**config.mk**
```make
export PLATFORM = sky130hd
export DESIGN_NAME = tlc_multiway_controller_flat
export DESIGN_NICKNAME = d
export VERILOG_FILES = /design/src/rtl/tlc_multiway_controller_if.sv /design/src/rtl/tlc_multiway_controller.sv /design/src/flat_wrapper.sv
export SDC_FILE = /design/constraint.sdc
export NUM_CORES = 1
export LEC_CHECK = 0
export ABC_AREA = 1
export BUFFER_PORTS_ARGS = -buffer_cell sky130_fd_sc_hd__buf_2
export CAP_MARGIN = 25
export CORE_MARGIN = 3
export CORE_UTILIZATION = 35
export DETAILED_ROUTE_END_ITERATION = 16
export PLACE_DENSITY = 0.62
export SYNTH_ARGS = -nofsm -noshare
export SYNTH_HDL_FRONTEND = slang
export SYNTH_SLANG_ARGS = --single-unit
```
**constraint.sdc**
```tcl
create_clock -name clk -period 3 [get_ports clk]
set_input_delay 0.6 -clock clk [delete_from_list [all_inputs] [get_ports clk]]
set_output_delay 0.6 -clock clk [all_outputs]
set_load 0.03 [all_outputs]
```
**src/rtl/tlc_multiway_controller_if.sv**
```systemverilog
// Lamp/sensor bundle between the multiway traffic controller and its board wrapper.
interface tlc_multiway_controller_if #(
    parameter int unsigned N_WAYS = 2,
    parameter int unsigned WW     = 1
);
    logic [N_WAYS-1:0] sensor;
    logic              flash_en;
    logic [N_WAYS-1:0] green;
    logic [N_WAYS-1:0] yellow;
    logic [N_WAYS-1:0] red;
    logic [1:0]        phase;
    logic [WW-1:0]     active_way;

    // Wrapper side: drives demand and flash request, observes lamps
    modport master (
        output sensor, flash_en,
        input  green, yellow, red, phase, active_way
    );

    // Controller side
    modport slave (
        input  sensor, flash_en,
        output green, yellow, red, phase, active_way
    );
endinterface

```
**src/rtl/tlc_multiway_controller.sv**
```systemverilog
// Demand-actuated N-way traffic light controller with yellow, all-red clearance and night flash.
module tlc_multiway_controller #(
    parameter int unsigned N_WAYS      = 2,
    parameter int unsigned TW          = 13,
    parameter int unsigned T_GREEN_MIN = 2000,
    parameter int unsigned T_GREEN_MAX = 8000,
    parameter int unsigned T_YELLOW    = 1000,
    parameter int unsigned T_ALLRED    = 200,
    parameter int unsigned T_FLASH     = 500
) (
    input  logic clk,
    input  logic reset,
    tlc_multiway_controller_if.slave bus
);

    localparam int unsigned WW    = (N_WAYS > 2) ? $clog2(N_WAYS) : 1;
    localparam int unsigned T_LIM = (2 ** TW) - 1;
    localparam int          NW    = int'(N_WAYS);

    localparam logic [TW-1:0] C_GMIN_LAST = TW'(T_GREEN_MIN - 1);
    localparam logic [TW-1:0] C_GMAX_LAST = TW'(T_GREEN_MAX - 1);
    localparam logic [TW-1:0] C_Y_LAST    = TW'(T_YELLOW - 1);
    localparam logic [TW-1:0] C_AR_LAST   = TW'(T_ALLRED - 1);
    localparam logic [TW-1:0] C_FL_LAST   = TW'(T_FLASH - 1);

    // Parameter sanity: refuse to elaborate an unbuildable configuration
    if (N_WAYS < 2 || N_WAYS > 8) begin : g_bad_nways
        $fatal(1, "tlc_multiway_controller: N_WAYS must be 2..8");
    end
    if (TW < 1 || TW > 30) begin : g_bad_tw
        $fatal(1, "tlc_multiway_controller: TW out of range");
    end
    if (T_GREEN_MIN < 1 || T_GREEN_MIN > T_LIM || T_GREEN_MAX < 1 || T_GREEN_MAX > T_LIM ||
        T_YELLOW < 1 || T_YELLOW > T_LIM || T_ALLRED < 1 || T_ALLRED > T_LIM ||
        T_FLASH < 1 || T_FLASH > T_LIM) begin : g_bad_times
        $fatal(1, "tlc_multiway_controller: every T_* must be within 1..2^TW-1");
    end
    if (T_GREEN_MIN > T_GREEN_MAX) begin : g_bad_green
        $fatal(1, "tlc_multiway_controller: T_GREEN_MIN exceeds T_GREEN_MAX");
    end

    typedef enum logic [1:0] {
        PH_ALLRED = 2'b00,
        PH_GREEN  = 2'b01,
        PH_YELLOW = 2'b10,
        PH_FLASH  = 2'b11
    } phase_e;

    phase_e            r_phase;
    logic [WW-1:0]     r_cur;
    logic [TW-1:0]     r_timer;
    logic              r_flash_bit;

    phase_e            w_phase_nxt;
    logic [WW-1:0]     w_cur_nxt;
    logic [TW-1:0]     w_timer_nxt;
    logic              w_flash_nxt;

    logic [N_WAYS-1:0] w_cur_onehot;
    logic [N_WAYS-1:0] w_rot;
    logic              w_other_req;
    logic              w_cur_req;
    int                w_sel;
    int                w_sum;
    logic [WW-1:0]     w_next_way;

    logic [N_WAYS-1:0] w_green;
    logic [N_WAYS-1:0] w_yellow;
    logic [N_WAYS-1:0] w_red;

    assign w_cur_onehot = N_WAYS'(1) << r_cur;
    assign w_other_req  = (|(bus.sensor & ~w_cur_onehot)) | bus.flash_en;
    assign w_cur_req    = |(bus.sensor & w_cur_onehot);

    // Round-robin pick: first requesting way after cur, wrapping back to cur; cur+1 if none
    always_comb begin
        w_rot = N_WAYS'({bus.sensor, bus.sensor} >> (32'(r_cur) + 32'd1));
        w_sel = 0;
        for (int j = N_WAYS - 1; j >= 0; j--) begin
            if (w_rot[j]) w_sel = j;
        end
        w_sum = int'(r_cur) + 1 + w_sel;
        if (w_sum >= NW) w_sum = w_sum - NW;
        w_next_way = WW'(w_sum);
    end

    // State register
    always_ff @(posedge clk) begin
        if (reset) begin
            r_phase     <= PH_ALLRED;
            r_cur       <= WW'(N_WAYS - 1);
            r_timer     <= '0;
            r_flash_bit <= 1'b0;
        end else begin
            r_phase     <= w_phase_nxt;
            r_cur       <= w_cur_nxt;
            r_timer     <= w_timer_nxt;
            r_flash_bit <= w_flash_nxt;
        end
    end

    // Next-state: phase sequencing, timer and way selection
    always_comb begin
        w_phase_nxt = r_phase;
        w_cur_nxt   = r_cur;
        w_timer_nxt = r_timer + TW'(1);
        w_flash_nxt = r_flash_bit;
        case (r_phase)
            PH_ALLRED: begin
                if (r_timer == C_AR_LAST) begin
                    w_timer_nxt = '0;
                    if (bus.flash_en) begin
                        w_phase_nxt = PH_FLASH;
                        w_flash_nxt = 1'b1;
                    end else begin
                        w_phase_nxt = PH_GREEN;
                        w_cur_nxt   = w_next_way;
                    end
                end
            end
            PH_GREEN: begin
                if (r_timer >= C_GMIN_LAST && w_other_req &&
                    (!w_cur_req || r_timer == C_GMAX_LAST)) begin
                    w_phase_nxt = PH_YELLOW;
                    w_timer_nxt = '0;
                end else if (r_timer == C_GMAX_LAST) begin
                    w_timer_nxt = r_timer;
                end
            end
            PH_YELLOW: begin
                if (r_timer == C_Y_LAST) begin
                    w_phase_nxt = PH_ALLRED;
                    w_timer_nxt = '0;
                end
            end
            PH_FLASH: begin
                if (!bus.flash_en) begin
                    w_phase_nxt = PH_ALLRED;
                    w_timer_nxt = '0;
                    w_flash_nxt = 1'b0;
                end else if (r_timer == C_FL_LAST) begin
                    w_timer_nxt = '0;
                    w_flash_nxt = ~r_flash_bit;
                end
            end
        endcase
    end

    // Lamp decode straight from the registered state
    always_comb begin
        w_green  = '0;
        w_yellow = '0;
        w_red    = '1;
        case (r_phase)
            PH_GREEN: begin
                w_green = w_cur_onehot;
                w_red   = ~w_cur_onehot;
            end
            PH_YELLOW: begin
                w_yellow = w_cur_onehot;
                w_red    = ~w_cur_onehot;
            end
            PH_FLASH: begin
                w_yellow = {N_WAYS{r_flash_bit}};
                w_red    = '0;
            end
            PH_ALLRED: ;
        endcase
    end

    assign bus.green      = w_green;
    assign bus.yellow     = w_yellow;
    assign bus.red        = w_red;
    assign bus.phase      = r_phase;
    assign bus.active_way = r_cur;

endmodule

```
**src/flat_wrapper.sv**
```systemverilog
// flat-port wrapper written by rule: the top's interface ports become plain ports
module tlc_multiway_controller_flat 
#(
    parameter int unsigned N_WAYS      = 2,
    parameter int unsigned TW          = 13,
    parameter int unsigned T_GREEN_MIN = 2000,
    parameter int unsigned T_GREEN_MAX = 8000,
    parameter int unsigned T_YELLOW    = 1000,
    parameter int unsigned T_ALLRED    = 200,
    parameter int unsigned T_FLASH     = 500
)
  (clk, reset, bus_sensor, bus_flash_en, bus_green, bus_yellow, bus_red, bus_phase, bus_active_way);
  tlc_multiway_controller_if #(.N_WAYS(N_WAYS), .WW(1)) bus_i ();
  input  logic clk;
  input  logic reset;
  input wire logic [$bits(bus_i.sensor)-1:0] bus_sensor;
  input wire logic [$bits(bus_i.flash_en)-1:0] bus_flash_en;
  output wire logic [$bits(bus_i.green)-1:0] bus_green;
  output wire logic [$bits(bus_i.yellow)-1:0] bus_yellow;
  output wire logic [$bits(bus_i.red)-1:0] bus_red;
  output wire logic [$bits(bus_i.phase)-1:0] bus_phase;
  output wire logic [$bits(bus_i.active_way)-1:0] bus_active_way;
  assign bus_i.sensor = bus_sensor;
  assign bus_i.flash_en = bus_flash_en;
  assign bus_green = bus_i.green;
  assign bus_yellow = bus_i.yellow;
  assign bus_red = bus_i.red;
  assign bus_phase = bus_i.phase;
  assign bus_active_way = bus_i.active_way;
  tlc_multiway_controller #(.N_WAYS(N_WAYS), .TW(TW), .T_GREEN_MIN(T_GREEN_MIN), .T_GREEN_MAX(T_GREEN_MAX), .T_YELLOW(T_YELLOW), .T_ALLRED(T_ALLRED), .T_FLASH(T_FLASH)) u_core (.clk(clk), .reset(reset), .bus(bus_i));
endmodule
```
==> impl_table.tex <==
\begin{tabular}{lr}
\hline
Metric & Value \\
\hline
\multicolumn{2}{l}{\textbf{Drt}} \\
\quad Detailed-route wire length per cell & 11.0 um \\
\quad Number of DRC markers in iteration 0 & 50 \\
\quad DR DRC count & 0 \\
\quad Post-detailed-route via-to-cell ratio & 4.60 \\
\quad Antenna Violating Nets Remaining & 0 \\
\quad Detailed Route WL & 2.95 mm \\
\quad Number of detailed-routing iterations run before antenna repair & 4 \\
\quad Detailed-route via count & 1238 \\
\multicolumn{2}{l}{\textbf{Synthesis}} \\
\quad Yosys Warn Count & 0 \\
\quad Xor/xnor share of the synthesized area & 0.0202 \\
\quad Sequential element share of the synthesized area & 0.261 \\
\quad Avg Inst Size Synth & 6.21 um\^{}2 \\
\quad Compound-Gate Fraction of Synth Area & 0.131 \\
\quad Synthesized netlist cell count & 210 \\
\quad Net count of the mapped netlist & 220 \\
\quad Mux contribution to synthesized area & 0 \\
\quad Post-Synth Simple-Gate Area & 0.409 \\
\quad Flop and latch count out of synthesis & 17 \\
\quad Synth cell types & 25 \\
\quad Largest family of logic cells by synthesized area & simple AND/OR/NAND/NOR gates \\
\quad Share of synthesized cell area in full adder, half adder and majority cells & 0.0480 \\
\quad Area of the mapped netlist & 1300 um\^{}2 \\
\multicolumn{2}{l}{\textbf{Critical path}} \\
\quad Standard cell with the maximum stage delay on the critical path & sky130\_fd\_sc\_hd\_\_dfxtp\_1 \\
\quad Critical path class & flop to primary output \\
\quad Worst R2R Start & u\_core.r\_timer[0]\$\_SDFFE\_PP0P\_ \\
\quad Reg2reg end & u\_core.r\_timer[10]\$\_SDFFE\_PP0P\_ \\
\quad Element type at the critical path end & primary output \\
\quad Setup slack, reg-to-reg & about 1100 ps \\
\quad Startpoint kind of the worst setup timing path & flop \\
\quad WP buf/inv & 2 \\
\quad Maximum single-stage delay on the critical path & 400 ps \\
\quad Highest net fanout along the worst path & 4 \\
\quad Cells on worst reg2reg path & 10 \\
\quad CP delay by family, top & flip-flops \\
\quad Cell breakdown of the critical path & inv\_1 -> ha\_1 -> nand2\_1 -> o21a\_1 -> buf\_2 \\
\quad CP Data Required Time & between 2000 and 2500 ps \\
\quad CP arrival & 1460 ps \\
\multicolumn{2}{l}{\textbf{Floorplan}} \\
\quad Vertical die dimension & between 60 and 70 um \\
\quad Core outline area & approximately 3500 um\^{}2 \\
\quad \# IOs & 14 \\
\quad Floorplan row count & 21 \\
\quad Effective utilization at floorplan & 0.376 \\
\quad Total Die Area & 4490 um\^{}2 \\
\quad Die Span X & 67.0 um \\
\multicolumn{2}{l}{\textbf{Worst hold path}} \\
\quad Beginning of the worst hold path & u\_core.r\_timer[1]\$\_SDFFE\_PP0P\_ \\
\quad Min-Delay Path Class & flop to flop \\
\quad Endpoint, Worst Hold & u\_core.r\_timer[1]\$\_SDFFE\_PP0P\_ \\
\quad Hold Path Cell Cnt & 2 \\
\multicolumn{2}{l}{\textbf{Timing}} \\
\quad Skew final & 2.84 ps \\
\quad WHS & 515 ps \\
\quad Unrepaired setup endpoints after global routing & false \\
\quad Setup tns final & 0 ps \\
\quad Worst path setup slack after routing & 944 ps \\
\quad Final setup violation count & 0 \\
\quad Max Slew Vio Count & 0 \\
\quad Max-slew headroom at the worst pin & 0.758 \\
\quad Period minus WS final & roughly 2100 ps \\
\quad Maximum clock frequency & 486 MHz \\
\quad Slew @ Worst Pin & 361 ps \\
\quad Number of hold violations in the final report & 0 \\
\quad Final critical-path share of the clock period & 0.685 \\
\multicolumn{2}{l}{\textbf{Layout}} \\
\quad Area added between synthesis and finish & 11.2\% \\
\quad Total of fill cells in the finished design & 412 \\
\quad Share of final-layout standard cells stronger than drive strength 1 & 0.157 \\
\quad Multi-input combinational cell area & about 800 um\^{}2 \\
\quad Commonest non-fill, non-tap cell in the layout & sky130\_fd\_sc\_hd\_\_nand2\_1 \\
\quad Sequential Area & 340 um\^{}2 \\
\quad Commonest cells after routing, fill and taps aside & sky130\_fd\_sc\_hd\_\_nand2\_1, sky130\_fd\_sc\_hd\_\_inv\_1, sky130\_fd\_sc\_hd\_\_nor2\_1 \\
\quad Number of nets in the layout & 234 \\
\quad Diodes inserted & 0 \\
\multicolumn{2}{l}{\textbf{GRT}} \\
\quad Number of antenna violations at the first check in global routing & 0 \\
\quad Global-route wire length before repair & 5.04 mm \\
\quad Total GRT Usage & 0.144 \\
\quad Pin count of the biggest net entering global routing & 16 \\
\quad Vias in the first global route & 1162 \\
\quad GRT overflow & 0 \\
\multicolumn{2}{l}{\textbf{Power}} \\
\quad Maximum ir drop on the vdd rail & 0.000366 V \\
\quad Power density relative to cell area & $\sim$680 nW/um\^{}2 \\
\quad Post-route total power & a little under 0.001 W \\
\quad Total leakage power & between 0.7 and 0.8 nW \\
\multicolumn{2}{l}{\textbf{Status}} \\
\quad Outcome & complete, no violations \\
\multicolumn{2}{l}{\textbf{Clocking}} \\
\quad Setup fix buffers added after clock tree synthesis & 0 \\
\quad Number of sinks driven by the clock tree & 17 \\
\quad Total of hold buffers inserted after clock tree synthesis & 0 \\
\quad Number of instances resized during post-cts repair & 0 \\
\quad Clock slew seen by the registers of the worst setup and hold paths & 70 ps \\
\quad Clock buffer count from CTS & 3 \\
\quad TritonCTS clock tree & built \\
\quad Buffer cell driving the clock tree root & sky130\_fd\_sc\_hd\_\_clkbuf\_8 \\
\quad Bufs on Longest Clock Path & 2 \\
\quad H-Tree Level Count & 1 \\
\quad Source-to-sink clock delay at the later pin of the worst-skew pair & 250 ps \\
\multicolumn{2}{l}{\textbf{Place}} \\
\quad Placer Congestion & 0.875 \\
\quad Port Buf Inserts & 13 \\
\quad HPWL after detailed placement & 2.27 mm \\
\quad Setup Slack @ Placement & 1090 ps \\
\multicolumn{2}{l}{\textbf{Run}} \\
\quad Max-cap viol count & 0 \\
\hline
\end{tabular}
==> cell type report <==
cell class                 instances  area share
sequential                        17       0.235
multi-input combinational        150       0.546
timing repair buffer              13      0.0449
clock buffer                       3      0.0285
tap                               46      0.0397
clock inverter                     1     0.00518
inverter                          39       0.101
==> how the worst max path moves through the flow <==
stage	startpoint	end	slack, ps	depth (start not counted)
2_1_floorplan	u_core.bus.phase[0]$_SDFFE_PP0P_	bus_red[0]	730	3
3_5_place_dp	u_core.r_timer[0]$_SDFFE_PP0P_	u_core.r_timer[0]$_SDFFE_PP0P_	1090	10
4_1_cts	u_core.bus.phase[0]$_SDFFE_PP0P_	bus_red[1]	940	5
3_3_place_gp	u_core.r_timer[0]$_SDFFE_PP0P_	u_core.r_timer[2]$_SDFFE_PP0P_	1160	10
6_report	u_core.bus.phase[0]$_SDFFE_PP0P_	bus_red[1]	940	5
5_1_grt	u_core.bus.phase[0]$_SDFFE_PP0P_	bus_red[0]	810	5
==> state kept, by name (all words and copies together) (netlist names) <==
signal	cells
u_core.r_timer	13
u_core.bus.active_way	1
u_core.bus.phase	2
u_core.r_flash_bit	1
==> cell families after synthesis <==
family,after synthesis
AND/OR/NAND/NOR,115
AO/OA/AOI/OAI,27
buffers and inverters,43
adder cells (fa/ha/maj),5
XOR/XNOR,3
flip-flops,17
==> through the flow <==
step | utilization | cells | cell area (um^2)
2_1_floorplan | - | 210 | 1300
3_3_place_gp | 0.404 | 265 | 1400
3_5_place_dp | 0.404 | 265 | 1400
4_1_cts | 0.418 | 269 | 1450
5_1_grt | 0.418 | 269 | 1450
6_report | 0.418 | 269 | 1450
==> synthesized netlist by cell type (all sizes together) <==
cell    count  area [um^2]
ha          5         62.6
nor3        3         15.0
nand2      54          210
clkbuf      1         3.75
nand3      15         97.6
o22ai       2         12.5
inv        39          146
or2         2         12.5
xor2        3         26.3
nand4       8         50.1
nor3b       2         15.0
a21oi      18          116
a31o        1         8.76
o21ai       5         25.0
nor2       31          133
o21a        1         7.51
dfxtp      17          340
buf         3         21.3
==> tightest hold or removal path: stages, from the launching register on <==
cell,delay (ps)
sky130_fd_sc_hd__dfxtp_1,340
sky130_fd_sc_hd__nand2_1,70
sky130_fd_sc_hd__a21oi_1,50
==> metal layers <==
| layer | global-route usage | routed length [um] |
|---|---|---|
| met5 | 0 | 0 |
| met4 | 0.0329 | 0 |
| met3 | 0.0304 | 66 |
| met2 | 0.231 | 1360 |
| met1 | 0.197 | 1530 |
==> power by group <==
group | switching [W] | total [W] | internal [W]
logic | 0.000350 | 0.000514 | 0.000164
clock network | 0.0000838 | 0.000177 | 0.0000934
registers | 0.0000339 | 0.000292 | 0.000258
No activity file was read; power rests on OpenSTA's default activity.
